## src/rtl/axis_rows_resize_pkg.sv

```systemverilog
// rtl/axis_rows_resize_pkg.sv - pad source codes and line FSM states for axis_rows_resize
package axis_rows_resize_pkg;

  localparam int PAD_ZERO   = 0;
  localparam int PAD_REPEAT = 1;
  localparam int PAD_CONST  = 2;

  typedef enum logic [1:0] {
    ST_PASS = 2'd0,
    ST_DROP = 2'd1,
    ST_PAD  = 2'd2
  } state_e;

endpackage

```

## src/rtl/axis_rows_resize_out_reg.sv

```systemverilog
// rtl/axis_rows_resize_out_reg.sv - registered AXI-Stream output slice with ready-gated load
module axis_rows_resize_out_reg #(
  parameter int WIDTH = 8
) (
  input  logic             clk,
  input  logic             rst,
  input  logic             load,
  input  logic             in_valid,
  input  logic [WIDTH-1:0] in_data,
  input  logic             in_last,
  input  logic             in_user,
  output logic             out_valid,
  output logic [WIDTH-1:0] out_data,
  output logic             out_last,
  output logic             out_user
);

  logic             valid_q, valid_d;
  logic [WIDTH-1:0] data_q, data_d;
  logic             last_q, last_d;
  logic             user_q, user_d;

  // Data is only refreshed with a real beat so an idle slot keeps the last value.
  always_comb begin
    valid_d = valid_q;
    data_d  = data_q;
    last_d  = last_q;
    user_d  = user_q;
    if (load) begin
      valid_d = in_valid;
      last_d  = in_valid & in_last;
      user_d  = in_valid & in_user;
      if (in_valid) data_d = in_data;
    end
  end

  always_ff @(posedge clk or posedge rst) begin
    if (rst) begin
      valid_q <= 1'b0;
      data_q  <= '0;
      last_q  <= 1'b0;
      user_q  <= 1'b0;
    end else begin
      valid_q <= valid_d;
      data_q  <= data_d;
      last_q  <= last_d;
      user_q  <= user_d;
    end
  end

  assign out_valid = valid_q;
  assign out_data  = data_q;
  assign out_last  = last_q;
  assign out_user  = user_q;

endmodule

```

## src/rtl/axis_rows_resize.sv

```systemverilog
// rtl/axis_rows_resize.sv - forces every AXI-Stream line to rows_size beats by cropping or padding
module axis_rows_resize
  import axis_rows_resize_pkg::*;
#(
  parameter int                DATA_WIDTH = 8,
  parameter int                CHANNELS   = 1,
  parameter int                LEN_WIDTH  = 16,
  parameter int                PAD_MODE   = 0,
  parameter logic [DATA_WIDTH-1:0] PAD_VALUE = '0
) (
  input  logic                           pixel_clk,
  input  logic                           reset,
  input  logic [LEN_WIDTH-1:0]           rows_size,
  input  logic [DATA_WIDTH*CHANNELS-1:0] s_axis_tdata,
  input  logic                           s_axis_tvalid,
  output logic                           s_axis_tready,
  input  logic                           s_axis_tlast,
  input  logic                           s_axis_tuser,
  output logic [DATA_WIDTH*CHANNELS-1:0] m_axis_tdata,
  output logic                           m_axis_tvalid,
  input  logic                           m_axis_tready,
  output logic                           m_axis_tlast,
  output logic                           m_axis_tuser,
  output logic                           line_short,
  output logic                           line_long,
  output logic                           sof_err
);

  localparam int TW = DATA_WIDTH * CHANNELS;

  state_e               state_q, state_d;
  logic [LEN_WIDTH-1:0] cnt_q, cnt_d;
  logic [LEN_WIDTH-1:0] len_q, len_d;
  logic [TW-1:0]        hold_q, hold_d;
  logic                 short_q, short_d;
  logic                 long_q, long_d;
  logic                 sof_q, sof_d;

  logic                 out_load;
  logic                 first_beat;
  logic [LEN_WIDTH-1:0] line_len;
  logic                 at_end;
  logic [TW-1:0]        pad_data;
  logic                 o_valid, o_last, o_user;
  logic [TW-1:0]        o_data;

  assign out_load = ~m_axis_tvalid | m_axis_tready;

  always_ff @(posedge pixel_clk or posedge reset) begin
    if (reset) begin
      state_q <= ST_PASS;
      cnt_q   <= '0;
      len_q   <= '0;
      hold_q  <= '0;
      short_q <= 1'b0;
      long_q  <= 1'b0;
      sof_q   <= 1'b0;
    end else begin
      state_q <= state_d;
      cnt_q   <= cnt_d;
      len_q   <= len_d;
      hold_q  <= hold_d;
      short_q <= short_d;
      long_q  <= long_d;
      sof_q   <= sof_d;
    end
  end

  always_comb begin
    pad_data = '0;
    if (PAD_MODE == PAD_REPEAT) pad_data = hold_q;
    else if (PAD_MODE == PAD_CONST) pad_data = {CHANNELS{PAD_VALUE}};
  end

  // On the first beat of a line the live rows_size is used; afterwards the latched length.
  always_comb begin
    first_beat = (cnt_q == '0);
    line_len   = len_q;
    if (first_beat) line_len = (rows_size == '0) ? LEN_WIDTH'(1) : rows_size;
    at_end     = (cnt_q == line_len - LEN_WIDTH'(1));
  end

  always_comb begin
    state_d = state_q;
    cnt_d   = cnt_q;
    len_d   = len_q;
    hold_d  = hold_q;
    case (state_q)
      ST_PASS: begin
        if (s_axis_tvalid && out_load) begin
          hold_d = s_axis_tdata;
          if (first_beat) len_d = line_len;
          if (at_end) begin
            cnt_d = '0;
            if (!s_axis_tlast) state_d = ST_DROP;
          end else begin
            cnt_d = cnt_q + LEN_WIDTH'(1);
            if (s_axis_tlast) state_d = ST_PAD;
          end
        end
      end
      ST_DROP: begin
        if (s_axis_tvalid && s_axis_tlast) state_d = ST_PASS;
      end
      ST_PAD: begin
        if (out_load) begin
          if (cnt_q == len_q - LEN_WIDTH'(1)) begin
            cnt_d   = '0;
            state_d = ST_PASS;
          end else begin
            cnt_d = cnt_q + LEN_WIDTH'(1);
          end
        end
      end
      default: state_d = ST_PASS;
    endcase
  end

  always_comb begin
    s_axis_tready = 1'b0;
    o_valid       = 1'b0;
    o_data        = s_axis_tdata;
    o_last        = 1'b0;
    o_user        = 1'b0;
    short_d       = 1'b0;
    long_d        = 1'b0;
    sof_d         = 1'b0;
    case (state_q)
      ST_PASS: begin
        s_axis_tready = out_load;
        if (s_axis_tvalid && out_load) begin
          o_valid = 1'b1;
          o_last  = at_end;
          o_user  = first_beat & s_axis_tuser;
          sof_d   = ~first_beat & s_axis_tuser;
          long_d  = at_end & ~s_axis_tlast;
          short_d = ~at_end & s_axis_tlast;
        end
      end
      ST_DROP: begin
        s_axis_tready = 1'b1;
        sof_d         = s_axis_tvalid & s_axis_tuser;
      end
      ST_PAD: begin
        o_valid = out_load;
        o_data  = pad_data;
        o_last  = (cnt_q == len_q - LEN_WIDTH'(1));
      end
      default: ;
    endcase
  end

  axis_rows_resize_out_reg #(.WIDTH(TW)) u_out_reg (
    .clk      (pixel_clk),
    .rst      (reset),
    .load     (out_load),
    .in_valid (o_valid),
    .in_data  (o_data),
    .in_last  (o_last),
    .in_user  (o_user),
    .out_valid(m_axis_tvalid),
    .out_data (m_axis_tdata),
    .out_last (m_axis_tlast),
    .out_user (m_axis_tuser)
  );

  assign line_short = short_q;
  assign line_long  = long_q;
  assign sof_err    = sof_q;

endmodule
```

## config.mk

```make
export PLATFORM = sky130hd
export DESIGN_NAME = axis_rows_resize
export DESIGN_NICKNAME = d
export VERILOG_FILES = /design/src/rtl/axis_rows_resize_pkg.sv /design/src/rtl/axis_rows_resize_out_reg.sv /design/src/rtl/axis_rows_resize.sv
export SDC_FILE = /design/constraint.sdc
export NUM_CORES = 1
export LEC_CHECK = 0
export CAP_MARGIN = 20
export CORE_UTILIZATION = 55
export CTS_BUF_LIST = sky130_fd_sc_hd__clkbuf_8
export CTS_CLUSTER_SIZE = 25
export DETAILED_ROUTE_END_ITERATION = 8
export PLACE_DENSITY = 0.89
export SLEW_MARGIN = 30
export SYNTH_ARGS = -nofsm -noshare
export SYNTH_HDL_FRONTEND = slang
export SYNTH_HIERARCHICAL = 1
export SYNTH_SLANG_ARGS = --single-unit
```

## constraint.sdc

```tcl
create_clock -name pixel_clk -period 10.15 [get_ports pixel_clk]
set_clock_uncertainty 0.2 [all_clocks]
set_input_delay 1.015 -clock pixel_clk [delete_from_list [all_inputs] [get_ports pixel_clk]]
set_output_delay 1.015 -clock pixel_clk [all_outputs]
set_load 0.01 [all_outputs]
```

==> results of run 1 <==
==> layer usage <==
metal / up-vias / wire, um / GRT usage [%]
met3: 39 / 979 / 7.63
met4: 0 / 408 / 15.8
li1: 1845 / - / -
met2: 180 / 5500 / 53.7
met1: 1840 / 4830 / 40.9
met5: - / 0 / 0
==> sequential cells by signal (all words and copies together) (netlist names) <==
register	flops
sof_err	1
u_out_reg/out_valid	1
u_out_reg/out_user	1
line_short	1
len_q	16
line_long	1
cnt_q	16
u_out_reg/out_last	1
u_out_reg/out_data	8
state_q	2
==> synthesized netlist by cell type (15+ instances only) <==
cell / number / area (um^2)
nand2_1: 85 / 319
xor2_1: 21 / 184
dfrtp_1: 48 / 1200
o21ai_0: 20 / 100
xnor2_1: 24 / 210
inv_1: 19 / 71.3
nor2_1: 39 / 146
nor3_1: 19 / 95.1
clkbuf_1: 31 / 116
nand3_1: 15 / 75.1
==> power by group through the flow <==
stage	sequential, W	combinational (W)	clock (W)
detailed placement	0.000303	0.000337	0
floorplan	0.000255	0.000279	0
CTS	0.000301	0.000340	0.000131
finish	0.000302	0.000343	0.000127
global route	0.000308	0.000381	0.000137
global placement	0.000302	0.000330	0
==> worst min path at each step <==
stage                           from                    end  slack, ns
2_1_floorplan             state_q[1]                sof_err       0.28
6_report       u_out_reg/out_data[7]  u_out_reg/out_data[7]       0.32
3_3_place_gp   u_out_reg/out_data[4]  u_out_reg/out_data[4]       0.29
4_1_cts        u_out_reg/out_data[1]  u_out_reg/out_data[1]       0.32
5_1_grt        u_out_reg/out_data[4]  u_out_reg/out_data[4]       0.33
3_5_place_dp   u_out_reg/out_data[7]  u_out_reg/out_data[7]       0.30
==> final cells by class <==
type,count,share of cell area (%)
Clock buffer,6,1.81
Tap cell,96,2.64
Clock inverter,2,0.302
Timing Repair Buffer,48,10.3
Inverter,19,1.56
Multi-Input combinational cell,408,57.0
Sequential cell,48,26.4
==> through the flow <==
stage / worst slack [ns] / hold slack [ns]
after detailed placement: 4.64 / 0.296
after global routing: 4.42 / 0.333
after CTS: 4.87 / 0.320
after global placement: 4.76 / 0.288
final: 4.80 / 0.317
after floorplan: 5.89 / 0.275
==> cells by family (layout without fill, tap and decap cells) <==
logic type               Yosys count  in the layout  share of synthesized area (%)
buffers and inverters             57             75                           5.80
multiplexers                      24             24                           6.33
AO/OA/AOI/OAI                     83             83                           14.4
XOR/XNOR                          45             45                           9.77
flip-flops                        48             48                           29.8
AND/OR/NAND/NOR                  252            252                           32.7
adder cells (fa/ha/maj)            4              4                           1.24
==> impl_metrics.csv, run 1 <==
group,metric,value,unit
pwr,internal-power,0.000446,W
sta,post-route-period-util,52.7,%
route,drt-pass1-iter-count,5,
clock_network,clock_latency,0.31,ns
pwr,p_clk_share,16.5,%
route,post_drt_wl_per_cell,18.7,um
floorplan,fp.coreArea,6940,um^2
worst_setup_path,cp-end-kind,"register",
worst_setup_path,crit_path_cell_trace,"inv_1, ha_1, nor4b_2, nand4_1, o21ai_0, ha_1, xor2_1, xnor2_1, mux2i_1, nor4_1, o221ai_1, a211o_1, nor4_4, nor2_1",
pwr,p_switching,0.000327,W
clock_network,cts.clk_slew.worst_paths,0.09,ns
pwr,p_leak,2.05,nW
final_layout,multiInputGateArea,2600,um^2
final_layout,layout_common_cells,"85 x nand2_1, 48 x dfrtp_1, 44 x clkdlybuf4s50_1",
grt,grtUsageTotal,32.8,%
worst_setup_path,critPathBufInv,1,
floorplan,io_pins,45,
floorplan,die_w,87.6,um
route,wirelength,11700,um
clock_network,cts_tree,"done",
pwr,p_comb_share,44.4,%
sta,grt_setup_unrepaired,"no",
clock_network,clock_sinks,48,
final_layout,seqCellArea,1200,um^2
pwr,finalPower,0.000773,W
final_layout,nNetsFinal,564,
grt,grt_pass1_wl,19000,um
synthesis,synth_edf_count,0,
sta,fmax,187,MHz
pwr,irDropWorstVdd,0.000133,V
worst_hold_path,hp-class,"reg2reg",
worst_setup_path,max_stage_delay,0.68,ns
worst_setup_path,required,10.12,ns
final_layout,fin_area,4560,um^2
synthesis,syn_avg_cell_area,7.86,um^2
clock_network,clockBufferDepth,2,
worst_setup_path,reg2regPathDepth,14,
worst_setup_path,startpoint,"cnt_q[0]",
floorplan,initial_core_util,58.1,%
synthesis,ys.flop_type,"dfrtp_1",
worst_setup_path,critPathLaunchType,"register",
grt,grt_max_degree,38,
pwr,p_sw_share,42.3,%
sta,final.setup.tns,0,ns
worst_setup_path,critical_path_arrival,5.32,ns
run_status,outcome,"finished, final reports clean",
clock_network,cts_setup_buffers,0,
worst_setup_path,r2r_slack,4.80,ns
clock_network,root_buffer,"clkbuf_8",
floorplan,rows,30,
sta,slew_viol_final,0,
grt,gr-total-overflow,0,
final_layout,final_util,65.6,%
clock_network,cts_buffers,5,
final_layout,final_common_cell,"nand2_1",
synthesis,synth.ff_latch_count,48,
synthesis,syn_nets,547,
worst_setup_path,crit_cells,14,
synthesis,syn_area,4030,um^2
final_layout,layout.cells.non_filler,627,
clock_network,postCtsHoldBufs,0,
synthesis,ys_seq_area_share,29.8,%
placement,place_congestion,0.987,
sta,tightest_slew,1.10,ns
worst_setup_path,worst-path-max-fanout,13,
floorplan,die-area,7680,um^2
job,maxCapViolations,0,
placement,dp_hpwl,8800,um
grt,antenna_found_initial,0,
route,vias_per_cell,6.23,
placement,post_dp_cell_area,4460,um^2
worst_setup_path,timing.rr.end,"cnt_q[13]",
worst_setup_path,regToRegStartpoint,"cnt_q[0]",
sta,finalHoldViolCount,0,
pwr,power_density,170,nW/um^2
worst_setup_path,endpoint,"cnt_q[13]",
worst_setup_path,critPathKind,"reg2reg",
synthesis,synthArstFlopShare,100,%
route,drtAntennaViolNets,0,
worst_setup_path,worst_path_max_delay_cell,"nand4_1",
final_layout,drive_gt1_share,6.78,%
grt,grt_pass1_vias,3836,
clock_network,h-tree-depth,2,
route,drtIter0Drc,306,
pwr,seqPwrFrac,39.1,%
sta,relSlewSlack,24.6,%
worst_hold_path,hold_depth,1,
route,route.detailed.drc,0,
final_layout,fillers,574,
route,vias,3904,
final_layout,area_delta_synth_final,13.0,%
worst_setup_path,cpMostUsedCell,"ha_1",
sta,fin_crit,5.35,ns
synthesis,yosys.cell_types.count,64,
final_layout,n_antenna_cell,0,
worst_setup_path,cp_top_family,"simple AND/OR/NAND/NOR gates",
synthesis,yosysWarnings,6,
placement,port_buffers,44,
sta,finalSetupViolCount,0,
placement,dp.cells,619,
clock_network,ctsResizeCount,0,
floorplan,die_y,87.6,um
synthesis,syn-instance-count,513,
(Power assumes the default switching activity.)
==> run 2, diff against run 1 <==
==> constraint.sdc (replaced) <==
create_clock -name pixel_clk -period 5.25 [get_ports pixel_clk]
set_clock_uncertainty 0.2 [all_clocks]
set_input_delay 0.525 -clock pixel_clk [delete_from_list [all_inputs] [get_ports pixel_clk]]
set_output_delay 0.525 -clock pixel_clk [all_outputs]
set_load 0.01 [all_outputs]
==> run 2 against run 1 <==
Utilization rose by 1.3 points. Flip-flop and latch count did not move. First-iteration DRC count rose by 5.9%.
==> impl_metrics.csv, run 2 (synthesis gave the netlist of run 1 again) <==
group,metric,value,unit
run_status,outcome,"finished, final reports clean",
sta,slew_viol_final,0,
worst_setup_path,crit_path_cell_trace,"buf_4, inv_1, ha_1, nor4b_2, nand4_1, o21ai_0, ha_1, xor2_1, xnor2_1, mux2i_1, nor4_1, o221ai_1, a211o_1, nor4_4, buf_4, nor2_1",
final_layout,n_antenna_cell,0,
sta,post-route-period-util,84.9,%
worst_setup_path,critPathLaunchType,"register",
clock_network,postCtsHoldBufs,0,
sta,finalHoldViolCount,0,
floorplan,io_pins,45,
grt,grt_pass1_wl,18800,um
grt,grtUsageTotal,32.3,%
worst_setup_path,critical_path_arrival,4.45,ns
grt,antenna_found_initial,0,
worst_setup_path,required,5.25,ns
sta,final.setup.tns,0,ns
final_layout,fillers,570,
grt,grt_max_degree,38,
worst_setup_path,critPathKind,"reg2reg",
placement,port_buffers,44,
worst_hold_path,hp-class,"in2async",
final_layout,final_common_cell,"nand2_1",
pwr,irDropWorstVdd,0.000222,V
floorplan,die_w,87.6,um
clock_network,cts_setup_buffers,0,
route,drtIter0Drc,324,
floorplan,die_y,87.6,um
clock_network,h-tree-depth,2,
clock_network,cts.clk_slew.worst_paths,0.10,ns
route,vias_per_cell,6.27,
route,vias,3968,
clock_network,clock_sinks,48,
pwr,p_leak,2.09,nW
clock_network,cts_buffers,5,
worst_setup_path,cp-end-kind,"register",
placement,pre_cts_ws,0.643,ns
clock_network,cts_tree,"done",
final_layout,area_delta_synth_final,15.2,%
sta,fmax,224,MHz
floorplan,die-area,7680,um^2
sta,finalSetupViolCount,0,
worst_setup_path,max_stage_delay,0.40,ns
grt,gr-total-overflow,0,
floorplan,fp.coreArea,6940,um^2
floorplan,initial_core_util,58.1,%
sta,grt_setup_unrepaired,"no",
worst_setup_path,cp_top_family,"simple AND/OR/NAND/NOR gates",
job,maxCapViolations,0,
route,post_drt_wl_per_cell,18.5,um
sta,fin_crit,4.46,ns
sta,finalWorstSetupSlack,0.794,ns
sta,relSlewSlack,47.6,%
final_layout,nNetsFinal,570,
final_layout,layout_common_cells,"85 x nand2_1, 48 x dfrtp_1, 44 x clkdlybuf4s50_1",
worst_setup_path,critPathBufInv,3,
worst_setup_path,worst-path-max-fanout,12,
route,drtAntennaViolNets,0,
grt,grt_pass1_vias,3787,
route,route.detailed.drc,0,
clock_network,ctsResizeCount,0,
placement,dp_hpwl,8960,um
route,wirelength,11700,um
floorplan,rows,30,
pwr,power_density,343,nW/um^2
final_layout,drive_gt1_share,7.82,%
sta,tightest_slew,0.784,ns
clock_network,clock_latency,0.31,ns
route,drt-pass1-iter-count,8,
worst_setup_path,worst_path_max_delay_cell,"nand4_1",
clock_network,root_buffer,"clkbuf_8",
clock_network,clockBufferDepth,2,
placement,place_congestion,0.960,
==> run 2: layer usage <==
layer	routed length [um]	up-vias	GRT usage [%]
met5	0	-	0
li1	-	1857	-
met3	828	36	5.37
met1	4880	1887	42.5
met2	5690	188	54.0
met4	317	0	11.2
==> run 2: final timing paths <==
check / from / endpoint / slack [ns] / cells past startpoint
min: reset / u_out_reg/out_data[3] / 0.32 / 2
min in group pixel_clk: u_out_reg/out_data[5] / u_out_reg/out_data[5] / 0.32 / 1
min reg2reg: u_out_reg/out_data[5] / u_out_reg/out_data[5] / 0.32 / 1
max reg2reg: cnt_q[0] / cnt_q[2] / 0.79 / 16
max: cnt_q[0] / cnt_q[2] / 0.79 / 16
max in group asynchronous: reset / len_q[0] / 4.07 / 3
==> run 2: final cells by class <==
class	count	area (um^2)	share of cell area [%]
inverter	19	71.3	1.54
tap	96	120	2.59
clock buffer	5	68.8	1.48
multi-input combinational	408	2600	56.0
clock inverter	3	68.8	1.48
sequential	48	1200	25.9
timing repair buffer	54	515	11.1
==> run 2: through the flow <==
step                      total power [W]  hold slack, ns  utilization [%]  cell area (um^2)  cells
after floorplan                   0.00103           0.177                -              4030    513
after global placement            0.00123           0.289             64.9              4510    625
after detailed placement          0.00125           0.300             64.9              4510    625
after CTS                         0.00159           0.323             66.9              4650    633
after global routing              0.00169           0.345             66.9              4650    633
final                             0.00159           0.321             66.9              4650    633
==> run 2: where the power goes <==
group	switching (W)	internal [W]	leakage (nW)	total (W)
Sequential	0.000134	0.000438	0.615	0.000572
Clock	0.000141	0.000192	0.0687	0.000333
Combinational	0.000366	0.000322	1.41	0.000688
Total	0.000641	0.000952	2.09	0.00159
==> run 3, diff against run 2 <==
--- a/config.mk
+++ b/config.mk
@@ -6,11 +6,11 @@
 export NUM_CORES = 1
 export LEC_CHECK = 0
 export CAP_MARGIN = 20
-export CORE_UTILIZATION = 55
+export CORE_UTILIZATION = 53
 export CTS_BUF_LIST = sky130_fd_sc_hd__clkbuf_8
 export CTS_CLUSTER_SIZE = 25
 export DETAILED_ROUTE_END_ITERATION = 8
-export PLACE_DENSITY = 0.89
+export PLACE_DENSITY = 0.9
 export SLEW_MARGIN = 30
 export SYNTH_ARGS = -nofsm -noshare
 export SYNTH_HDL_FRONTEND = slang
==> constraint.sdc (replaced) <==
create_clock -name pixel_clk -period 4.01 [get_ports pixel_clk]
set_clock_uncertainty 0.2 [all_clocks]
set_input_delay 0.401 -clock pixel_clk [delete_from_list [all_inputs] [get_ports pixel_clk]]
set_output_delay 0.401 -clock pixel_clk [all_outputs]
set_load 0.01 [all_outputs]
==> run 3 against run 2 <==
Sequential share of layout area is 2.3 points lower. Power is 39% higher. First-iteration DRC count is 24% lower. Global-route usage is 1.1 points higher. Cell count is 9.0% higher. Largest power group unchanged. Highest routed layer unchanged. Sequential power is 15% higher. Critical endpoint is now cnt_q[10]. Combinational power is 63% higher.
==> impl_metrics.csv, run 3 (synthesis gave the netlist of run 1 again) <==
group,metric,value,unit
floorplan,rows,31,
run_status,outcome,"finished, final reports clean",
floorplan,fp.coreArea,7290,um^2
worst_setup_path,cp-end-kind,"register",
placement,post_dp_cell_area,4910,um^2
final_layout,nNetsFinal,624,
grt,grt_pass1_vias,4055,
clock_network,cts_setup_buffers,0,
route,post_drt_wl_per_cell,18.3,um
placement,port_buffers,44,
worst_setup_path,r2r_slack,0.10,ns
sta,finalSetupViolCount,0,
final_layout,final_common_cell,"nand2_1",
clock_network,clock_latency,0.31,ns
worst_setup_path,endpoint,"cnt_q[10]",
job,maxCapViolations,0,
route,vias_per_cell,6.11,
final_layout,layout.cells.non_filler,690,
clock_network,postCtsHoldBufs,0,
final_layout,n_antenna_cell,0,
sta,finalHoldViolCount,0,
floorplan,initial_core_util,55.3,%
sta,fmax,254,MHz
floorplan,die-area,7960,um^2
floorplan,die_y,89.2,um
final_layout,area_delta_synth_final,26.5,%
worst_setup_path,critical_path_arrival,3.94,ns
final_layout,seqCellArea,1200,um^2
route,wirelength,12600,um
final_layout,multiInputGateArea,2640,um^2
sta,post-route-period-util,98.1,%
grt,antenna_found_initial,0,
clock_network,cts.clk_slew.worst_paths,0.11,ns
route,route.detailed.drc,0,
final_layout,fin_area,5100,um^2
worst_setup_path,required,4.02,ns
floorplan,die_w,89.2,um
pwr,finalPower,0.00222,W
sta,finalWorstSetupSlack,0.0753,ns
placement,dp.cells,681,
route,vias,4216,
final_layout,drive_gt1_share,17.6,%
grt,grtUsageTotal,33.4,%
placement,pre_cts_ws,-0.376,ns
pwr,irDropWorstVdd,0.000273,V
worst_setup_path,startpoint,"rows_size[13]",
clock_network,cts_tree,"done",
final_layout,layout_common_cells,"85 x nand2_1, 63 x buf_4, 48 x dfrtp_1",
route,drt-pass1-iter-count,5,
clock_network,h-tree-depth,2,
placement,dp_hpwl,9750,um
sta,final.setup.tns,0,ns
clock_network,cts_buffers,5,
sta,tightest_slew,0.683,ns
sta,relSlewSlack,53.3,%
sta,slew_viol_final,0,
route,drtIter0Drc,245,
worst_setup_path,worst-path-max-fanout,6,
grt,grt_max_degree,38,
sta,fin_crit,3.93,ns
worst_setup_path,reg2regPathDepth,17,
pwr,p_leak,2.37,nW
grt,grt_pass1_wl,20000,um
route,drtAntennaViolNets,0,
clock_network,clock_sinks,48,
clock_network,clockBufferDepth,2,
worst_setup_path,timing.rr.end,"cnt_q[10]",
placement,place_congestion,0.987,
worst_setup_path,regToRegStartpoint,"cnt_q[0]",
final_layout,fillers,628,
worst_hold_path,hp-class,"in2async",
worst_setup_path,critPathKind,"in2reg",
grt,gr-total-overflow,0,
worst_setup_path,critPathLaunchType,"input port",
clock_network,root_buffer,"clkbuf_8",
floorplan,io_pins,45,
pwr,power_density,436,nW/um^2
==> run 3: what timing repair did <==
item | 4_1_cts | 5_1_grt
cloned | 0 | 1
pin swaps | 0 | 4
hold endpoints to repair | 0 | 0
endpoints found under the setup margin | 15 | 21
gates resized for setup | 3 | 10
==> run 3: cell type report <==
| type | count | share of cell area, % |
|---|---|---|
| Timing Repair Buffer | 108 | 18.2 |
| Clock buffer | 5 | 1.35 |
| Clock inverter | 3 | 1.35 |
| Sequential cell | 48 | 23.5 |
| Tap cell | 99 | 2.43 |
| Multi-Input combinational cell | 408 | 51.8 |
| Inverter | 19 | 1.40 |
==> run 3: critical path, cell delays in order <==
cell	delay [ns]
clkdlybuf4s50_1	0.42
or4_4	0.53
nor3_2	0.14
a21o_1	0.16
o21ai_1	0.09
ha_2	0.24
buf_4	0.14
and3_1	0.16
or4_1	0.45
nand2_1	0.09
a21oi_1	0.07
or3_4	0.43
nor4_4	0.35
buf_4	0.22
nor2_1	0.05
==> run 3: how the worst min path moves through the flow <==
stage | end | cells after the start | startpoint
after floorplan | u_out_reg/out_data[0] | 1 | reset
after global placement | u_out_reg/out_data[3] | 1 | u_out_reg/out_data[3]
after detailed placement | u_out_reg/out_data[2] | 1 | u_out_reg/out_data[2]
after CTS | u_out_reg/out_data[6] | 2 | reset
after global routing | len_q[11] | 3 | rows_size[11]
final | u_out_reg/out_data[2] | 2 | reset
==> run 3: through the flow <==
step | utilization (%) | hold WS, ns
5_1_grt | 70.0 | 0.264
4_1_cts | 69.4 | 0.251
3_3_place_gp | 67.3 | 0.288
2_1_floorplan | - | 0.0534
6_report | 70.0 | 0.231
3_5_place_dp | 67.3 | 0.299
==> run 3: where the power goes <==
| part | leakage, nW | total [W] | internal (W) | switching, W |
|---|---|---|---|---|
| sequential | 0.615 | 0.000656 | 0.000576 | 0.0000805 |
| combinational | 1.69 | 0.00112 | 0.000518 | 0.000604 |
| clock | 0.0687 | 0.000443 | 0.000252 | 0.000192 |
| total | 2.37 | 0.00222 | 0.00135 | 0.000877 |
==> run 3: layer usage <==
layer,vias up,wire [um],global-route usage [%]
li1,1980,-,-
met1,1992,5090,41.6
met2,206,5990,56.6
met3,38,1120,7.48
met4,0,440,12.3
met5,-,0,0
